File: src/rtl/sint_window_max_pkg.sv
// Shared types and sizing helpers for the signed window-maximum reducer.
package sint_window_max_pkg;

  localparam int DEF_WIDTH  = 3;
  localparam int DEF_WINDOW = 4;

  typedef enum logic {
    ACCUM = 1'b0,
    HOLD  = 1'b1
  } state_e;

  // Index width is at least one bit so a single-sample window still has a port.
  function automatic int idx_width(input int window);
    return (window > 2) ? $clog2(window) : 1;
  endfunction

endpackage

File: src/rtl/sint_max_update.sv
// Running-maximum update: signed strict greater-than, so ties keep the earliest index.
module sint_max_update
  import sint_window_max_pkg::*;
#(
  parameter int WIDTH = DEF_WIDTH,
  parameter int IDXW  = 1
) (
  input  logic [WIDTH-1:0] sample_i,
  input  logic [WIDTH-1:0] run_max_i,
  input  logic [IDXW-1:0]  run_idx_i,
  input  logic [IDXW-1:0]  count_i,
  input  logic             first_i,
  output logic [WIDTH-1:0] max_nxt_o,
  output logic [IDXW-1:0]  idx_nxt_o
);

  always_comb begin
    max_nxt_o = run_max_i;
    idx_nxt_o = run_idx_i;
    if (first_i) begin
      max_nxt_o = sample_i;
      idx_nxt_o = '0;
    end else if ($signed(sample_i) > $signed(run_max_i)) begin
      max_nxt_o = sample_i;
      idx_nxt_o = count_i;
    end
  end

endmodule

File: src/rtl/sint_window_max.sv
// Streaming reducer: emits the signed maximum and its index for every WINDOW accepted samples.
//   state | meaning
//   ACCUM | collecting samples of the current window, no result held
//   HOLD  | result presented on O/O_idx, waiting for O_ready
module sint_window_max
  import sint_window_max_pkg::*;
#(
  parameter int  WIDTH  = DEF_WIDTH,
  parameter int  WINDOW = DEF_WINDOW,
  localparam int IDXW   = idx_width(WINDOW)
) (
  input  logic             CLK,
  input  logic             RESET,
  input  logic [WIDTH-1:0] I,
  input  logic             I_valid,
  output logic             I_ready,
  output logic [WIDTH-1:0] O,
  output logic [IDXW-1:0]  O_idx,
  output logic             O_valid,
  input  logic             O_ready
);

  localparam logic [IDXW-1:0] LAST = IDXW'(WINDOW - 1);

  state_e           state_q, state_d;
  logic [IDXW-1:0]  count_q, count_d;
  logic [WIDTH-1:0] run_max_q, run_max_d;
  logic [IDXW-1:0]  run_idx_q, run_idx_d;
  logic [WIDTH-1:0] o_q, o_d;
  logic [IDXW-1:0]  o_idx_q, o_idx_d;

  logic             accept;
  logic             first;
  logic [WIDTH-1:0] max_nxt;
  logic [IDXW-1:0]  idx_nxt;

  // In HOLD a new sample can only enter in the same cycle the result is popped.
  assign I_ready = (state_q == ACCUM) || O_ready;
  assign accept  = I_valid && I_ready;
  assign first   = (state_q == HOLD) || (count_q == '0);

  sint_max_update #(
    .WIDTH (WIDTH),
    .IDXW  (IDXW)
  ) u_update (
    .sample_i  (I),
    .run_max_i (run_max_q),
    .run_idx_i (run_idx_q),
    .count_i   (count_q),
    .first_i   (first),
    .max_nxt_o (max_nxt),
    .idx_nxt_o (idx_nxt)
  );

  always_comb begin
    state_d   = state_q;
    count_d   = count_q;
    run_max_d = run_max_q;
    run_idx_d = run_idx_q;
    o_d       = o_q;
    o_idx_d   = o_idx_q;

    if ((state_q == HOLD) && O_ready) begin
      state_d = ACCUM;
    end

    if (accept) begin
      run_max_d = max_nxt;
      run_idx_d = idx_nxt;
      if (count_q == LAST) begin
        o_d     = max_nxt;
        o_idx_d = idx_nxt;
        count_d = '0;
        state_d = HOLD;
      end else begin
        count_d = count_q + IDXW'(1);
      end
    end
  end

  always_ff @(posedge CLK) begin
    if (RESET) begin
      state_q   <= ACCUM;
      count_q   <= '0;
      run_max_q <= '0;
      run_idx_q <= '0;
      o_q       <= '0;
      o_idx_q   <= '0;
    end else begin
      state_q   <= state_d;
      count_q   <= count_d;
      run_max_q <= run_max_d;
      run_idx_q <= run_idx_d;
      o_q       <= o_d;
      o_idx_q   <= o_idx_d;
    end
  end

  assign O       = o_q;
  assign O_idx   = o_idx_q;
  assign O_valid = (state_q == HOLD);

endmodule

File: config.mk
export PLATFORM = sky130hd
export DESIGN_NAME = sint_window_max
export DESIGN_NICKNAME = d
export VERILOG_FILES = /design/src/rtl/sint_window_max_pkg.sv /design/src/rtl/sint_max_update.sv /design/src/rtl/sint_window_max.sv
export SDC_FILE = /design/constraint.sdc
export NUM_CORES = 1
export LEC_CHECK = 0
export CORE_UTILIZATION = 35
export DETAILED_ROUTE_END_ITERATION = 12
export GPL_TIMING_DRIVEN = 0
export PLACE_DENSITY = 0.62
export SYNTH_ARGS = -nofsm -noshare
export SYNTH_HDL_FRONTEND = slang
export SYNTH_SLANG_ARGS = --single-unit
export TNS_END_PERCENT = 100
File: constraint.sdc
create_clock -name CLK -period 2.2 [get_ports CLK]
set_input_delay 0.33 -clock CLK [delete_from_list [all_inputs] [get_ports CLK]]
set_output_delay 0.33 -clock CLK [all_outputs]
set_load 0.01 [all_outputs]
==> impl_metrics.csv <==
group,metric,value,unit
clock_tree,cts_tree,"yes",
clock_tree,postCtsSetupRepairBufs,0,
status,status,"finished clean",
routing,wl_per_cell,11.0,microns
sta,fin_skew,0.00476,ns
floorplan,die_x,48.0,microns
grt,grt_max_degree,11,
sta,period_share,84.8,%
placed_design,placed_area,905,sq um
grt,grt_first_pass_wirelength,2200,microns
yosys,synth.area.top_cells,"dfxtp_1 (35%), ha_1 (8.4%), nand2_1 (7.6%), nand2b_1 (5.1%), o211ai_1 (5.1%)",
yosys,yosysMostFrequentCell,"nand2_1",
routing,drt_iter0_drc,6,
finish,drive_gt1_share,8.08,%
clock_tree,clk_path_buf_depth,2,
routing,drtPass1Iterations,3,
yosys,synth_edf_count,0,
clock_tree,root_buffer,"clkbuf_4",
sta,setup_viol,0,
grt,grt_use_total,13.8,%
placed_design,io_buffers,13,
pwr,powerDensity,553,nW/um^2
sta,tns,0,ns
critical_path,cp-start-kind,"primary input",
sta,whs,0.476,ns
pwr,p_leak,0.319,nW
clock_tree,cts.repair.resized,0,
pwr,ir_drop,0.000341,V
critical_path,cp_max_fo,8,
critical_path,worstSetupEndpointType,"flip-flop",
sta,slew_violations,0,
finish,nNetsFinal,112,
floorplan,start_util,37.4,%
floorplan,coreArea,1980,sq um
critical_path,cp.arrival,2.03,ns
placed_design,gp_congestion,0.774,
floorplan,io_pins,14,
floorplan,rows,16,
yosys,synth.top_cell.area_share,35.1,%
finish,final_area,931,sq um
critical_path,worst_ep_required_time,2.37,ns
yosys,ys_seq_elements,13,
sta,slew_headroom,68.3,%
clock_tree,cts.sinks,13,
job,maxCapViolations,0,
yosys,ys.flop_type,"dfxtp_1",
finish,area_growth,25.7,%
grt,grt.overflow.total,0,
routing,viasPerCell,4.85,
clock_tree,cts_max_level,1,
yosys,synthCells,82,
grt,grt_pass1_vias,476,
placed_design,dp_hpwl,1090,microns
sta,hold_viol_final,0,
pwr,totalPowerFinal,0.000515,W
sta,tightest_slew,0.474,ns
clock_tree,cts.clk_slew.worst_paths,0.08,ns
finish,final_core_util,47.0,%
yosys,async_reset_ff_share,0,%
floorplan,die_h,48.0,microns
sta,max_clock_freq,536,MHz
critical_path,critical_path_class,"in -> reg",
finish,fillers,198,
clock_tree,ctsHoldBuffers,0,
routing,finalWirelength,1390,microns
finish,num_antenna_cells,0,
clock_tree,cts_made_buffers,3,
routing,via_count,611,
yosys,synth_warnings,0,
yosys,synthTopCellsByCount,"nand2_1 (15), dfxtp_1 (13), inv_1 (7)",
clock_tree,clkLatencyLatePin,0.28,ns
yosys,syn_area,741,sq um
floorplan,fp.dieArea,2300,sq um
hold_path,hold_path.class,"reg -> reg",
routing,drc,0,
sta,rsz0062_at_grt,"false",
yosys,synth.net_count,94,
yosys,synth_area_per_cell,9.03,sq um
sta,period_minus_slack,1.87,ns
yosys,ys_seq_area_share,35.1,%
yosys,yosysTopAreaCell,"dfxtp_1",
yosys,yosys.cell_types.count,27,
routing,ant_nets,0,
grt,antenna_found_initial,0,
sequential cells by signal (all words and copies together), names as in the netlist:
name / flops
O_idx: 2
run_idx_q: 2
O: 3
O_valid: 1
count_q: 2
run_max_q: 3
stage by stage:
| stage | setup slack (ns) | cells |
|---|---|---|
| detailed placement | 0.0368 | 122 |
| global route | 0.234 | 126 |
| floorplan | 0.636 | 82 |
| CTS | 0.338 | 126 |
| finish | 0.334 | 126 |
| global placement | 0.0669 | 122 |
power breakdown:
group          leakage [nW]  internal, W  switching [W]
logic                 0.199    0.0000511      0.0000606
registers             0.106     0.000243     0.00000778
clock network        0.0150    0.0000704      0.0000818
worst max-delay path, cell delays in order:
cell and delay (ns):
clkdlybuf4s50_1 0.45, ha_1 0.34, nor2b_4 0.14, o311ai_4 0.40, o21a_1 0.26, o211ai_1 0.11
path summary, 6_finish.rpt:
path,from,to,slack [ns],cells past startpoint
max reg2reg,run_max_q[1],O_idx[0],0.46,6
max,I[1],O_idx[0],0.33,6
min,O[0],O[0],0.48,2
min reg2reg,O[0],O[0],0.48,2
metal layers:
metal / GRT usage [%] / wire, microns / up-vias
met5: 0 / 0 / -
met4: 3.33 / 9 / 0
met3: 5.66 / 64 / 2
met2: 18.4 / 585 / 13
met1: 20.4 / 730 / 266
li1: - / - / 330
logic make-up (layout without fill, tap and decap cells):
| family | Yosys count | count (layout) | share of synthesized area, % |
|---|---|---|---|
| buffers and inverters | 8 | 25 | 4.05 |
| adders and majority gates | 5 | 5 | 8.45 |
| muxes | 3 | 3 | 4.05 |
| and+or+nand+nor | 37 | 37 | 28.9 |
| DFF | 13 | 13 | 35.1 |
| AOI/OAI and AO/OA | 16 | 16 | 19.4 |
final cells by class:
| cell class | count | area [sq um] | share of cell area, % |
|---|---|---|---|
| Buffer | 1 | 3.75 | 0.403 |
| Clock buffer | 4 | 26.3 | 2.82 |
| Inverter | 7 | 26.3 | 2.82 |
| Multi-Input combinational cell | 61 | 450 | 48.4 |
| Sequential cell | 13 | 260 | 28.0 |
| Tap cell | 27 | 33.8 | 3.63 |
| Timing Repair Buffer | 13 | 130 | 14.0 |
placed cells by master (no fill, tap or decap), types with 2 or more instances in the layout:
master | Yosys | routed
inv_1 | 7 | 7
dfxtp_1 | 13 | 13
clkdlybuf4s50_1 | 0 | 13
o2111ai_1 | 2 | 2
clkbuf_4 | 0 | 3
nand2b_1 | 6 | 6
nand4_1 | 3 | 3
o32ai_1 | 2 | 2
o211ai_1 | 5 | 5
nand2_1 | 15 | 15
ha_1 | 5 | 5
a21oi_1 | 3 | 3
mux2i_1 | 3 | 3
clkbuf_1 | 1 | 2
nand3b_1 | 3 | 3
No activity file was read; power rests on OpenSTA's default activity.
==> variant (config.mk and constraints unchanged) <==
Change the package constant `DEF_WINDOW` from 4 to 8.
--- a/src/rtl/sint_window_max_pkg.sv
+++ b/src/rtl/sint_window_max_pkg.sv
@@ -2,7 +2,7 @@
 package sint_window_max_pkg;
 
   localparam int DEF_WIDTH  = 3;
-  localparam int DEF_WINDOW = 4;
+  localparam int DEF_WINDOW = 8;
 
   typedef enum logic {
     ACCUM = 1'b0,
Ports: changed (resized O_idx); port bits go from 14 to 15. No check against the original RTL was run, so the function may have changed too.
==> variant against the unedited design <==
  * Worst setup slack lost 0.083 ns
  * Sequential cell count up 3
  * Total power grew 21%
  * Non-clock buffer count up 4
  * Via count up 22%
  * Area after synthesis rose by 20%
  * Routed wire length rose by 27%
  * Sequential share of layout area up 1.1 points
  * Final area up 19%
  * Critical path depth unchanged
  * First-iteration DRC count increased by 100%
  * Critical endpoint is now run_max_q[0]
  * Highest routed layer unchanged
==> variant: results (changes against the unedited design) <==
- Static Leakage: 0.408 nW (was 0.319 nW)
- Non-Filler Instances: 142 (was 126)
* Arrival @ worst endpoint: 2.18 ns (was 2.03 ns)
- The endpoint of the worst setup timing path is run_max_q[0] (was O_idx[0]).
- The type of the most critical hold path is reg -> reg (unchanged).
- Quantity of I/O buffers inserted on ports: 14 (was 13)
- The met1 layer wirelength in the final routing came to 929 um (was 730 um).
- The launching instance or port of the critical path was I[2] (was I[1]).
- Post-synth top cells: dfxtp_1, nand2b_1, nor2_1 (was nand2_1, dfxtp_1, inv_1)
* Met3 WL post-DR: 71 um (was 64 um)
* Worst Skew: 0.00293 ns (was 0.00476 ns)
* Vias in the first global route: 630 (was 476)
* Met3 routing resource usage after global routing: 6.09% (was 5.66%)
- HPWL after DPL: 1360 um (was 1090 um)
* Outcome: completed (unchanged)
- The hold path startpoint is run_idx_q[2] (was O[0]).
* Capture endpoint of the worst hold path: O_idx[2] (was O[0])
- The relative slew slack was 65.9% (was 68.3%).
- Combinational cell fraction of total power: 18.8% (was 21.7%)
* Cell area after placement: 1070 um^2 (was 905 um^2)
- The setup slack of the worst register-to-register path was 0.36 ns (was 0.46 ns).
- Area contributors post-synth: dfxtp_1, ha_1, nand2b_1 (was dfxtp_1, ha_1, nand2_1)
- The depth of the worst hold-timing path is 2 (unchanged).
* Sw Pwr: 0.173 mW (was 0.150 mW)
- The routability congestion estimate from global placement was 0.782 (was 0.774).
- Count of routing violations after the opening detailed-route iteration: 12 (was 6)
* Detail Route met2 WL: 738 um (was 585 um)
- The worst hold slack across all endpoints was 0.496 ns (was 0.476 ns).
- The total clock buffers created by CTS is 3 (unchanged).
- The portion of total power attributed to sequential cells came to 49.0% (was 48.8%).
* First-pass GRT wire length: 2970 um (was 2200 um)
- Worst IR drop on VDD: 0.000490 V (was 0.000341 V)
- The number of max-capacitance violations reported is 0 (unchanged).
- Largest net degree at the start of global routing: 11 (unchanged)
- Reg clk slew, reported paths: 0.10 ns (was 0.08 ns)
- Met2 routing resource usage after global routing: 20.7% (was 18.4%)
- The iteration count of the initial detailed-routing pass is 4 (was 3).
- Sequential fraction of the synthesis area: 35.9% (was 35.1%)
* Mean instance size in the synthesized netlist: 9.29 um^2 (was 9.03 um^2)
- Synth Warn #: 0 (unchanged)
- Clock insertion delay at the later pin of the skew report: 0.29 ns
- The startpoint of the lowest-slack register-to-register path was run_max_q[2] (was run_max_q[1]).
* Depth of the most critical reg-to-reg path: 6 (unchanged)
* Ratio of cells with drive above 1 in the final layout: 10.5% (was 8.08%)
- Number of placed instances with taps included: 138 (was 122)
* Drt via density: 5.23 (was 4.85)
- The clock period minus final worst setup slack is 1.95 ns (was 1.87 ns).
- The total track usage is 15.3% (was 13.8%).
* Endpoints failing hold: 0 (unchanged)
* Mapped Nets: 109 (was 94)
* Number of nets at the end of the flow: 128 (was 112)
- The minimum setup slack after placement was -0.0572 ns (was 0.0368 ns).
- The number of different library cells in the post-synthesis netlist is 29 (was 27).
- The global routing met1 resource utilization was 21.6% (was 20.4%).
* Internal power summed over all cells: 0.448 mW (was 0.365 mW)
- The total routed wirelength is 1760 um (was 1390 um).
variant: cell count changes in the layout (fill, tap and decap cells not counted), sizes merged, moves of 3 or more:
cell,unedited run,this run
a211oi,0,6
a311oi,0,3
dfxtp,13,16
nand2,15,5
nand2b,7,10
nand3,1,5
nand3b,3,0
nand4,3,0
nor2,1,8
o21bai,0,3
variant: area by class of cell:
type / count / area (um^2)
plain buffers: 4 / 17.5
clock buffers: 4 / 36.3
fillers: 233 / 1190
inverters: 6 / 22.5
multi-input cells: 70 / 532
flip-flops and latches: 16 / 320
well taps: 28 / 35.0
repair buffers: 14 / 140
variant: cells by family after synthesis:
kind of cell	Yosys count	synth area share (%)
simple gates	35	22.7
compound gates	26	25.1
flops	16	35.9
mux	3	3.37
buf+inv	10	4.49
fa+ha+maj	6	8.41
variant: critical path, stage by stage:
cell and delay (ns):
clkdlybuf4s50_1 0.45, ha_1 0.38, nor2_2 0.28, nor3_4 0.12, a21oi_2 0.39, mux2i_1 0.23
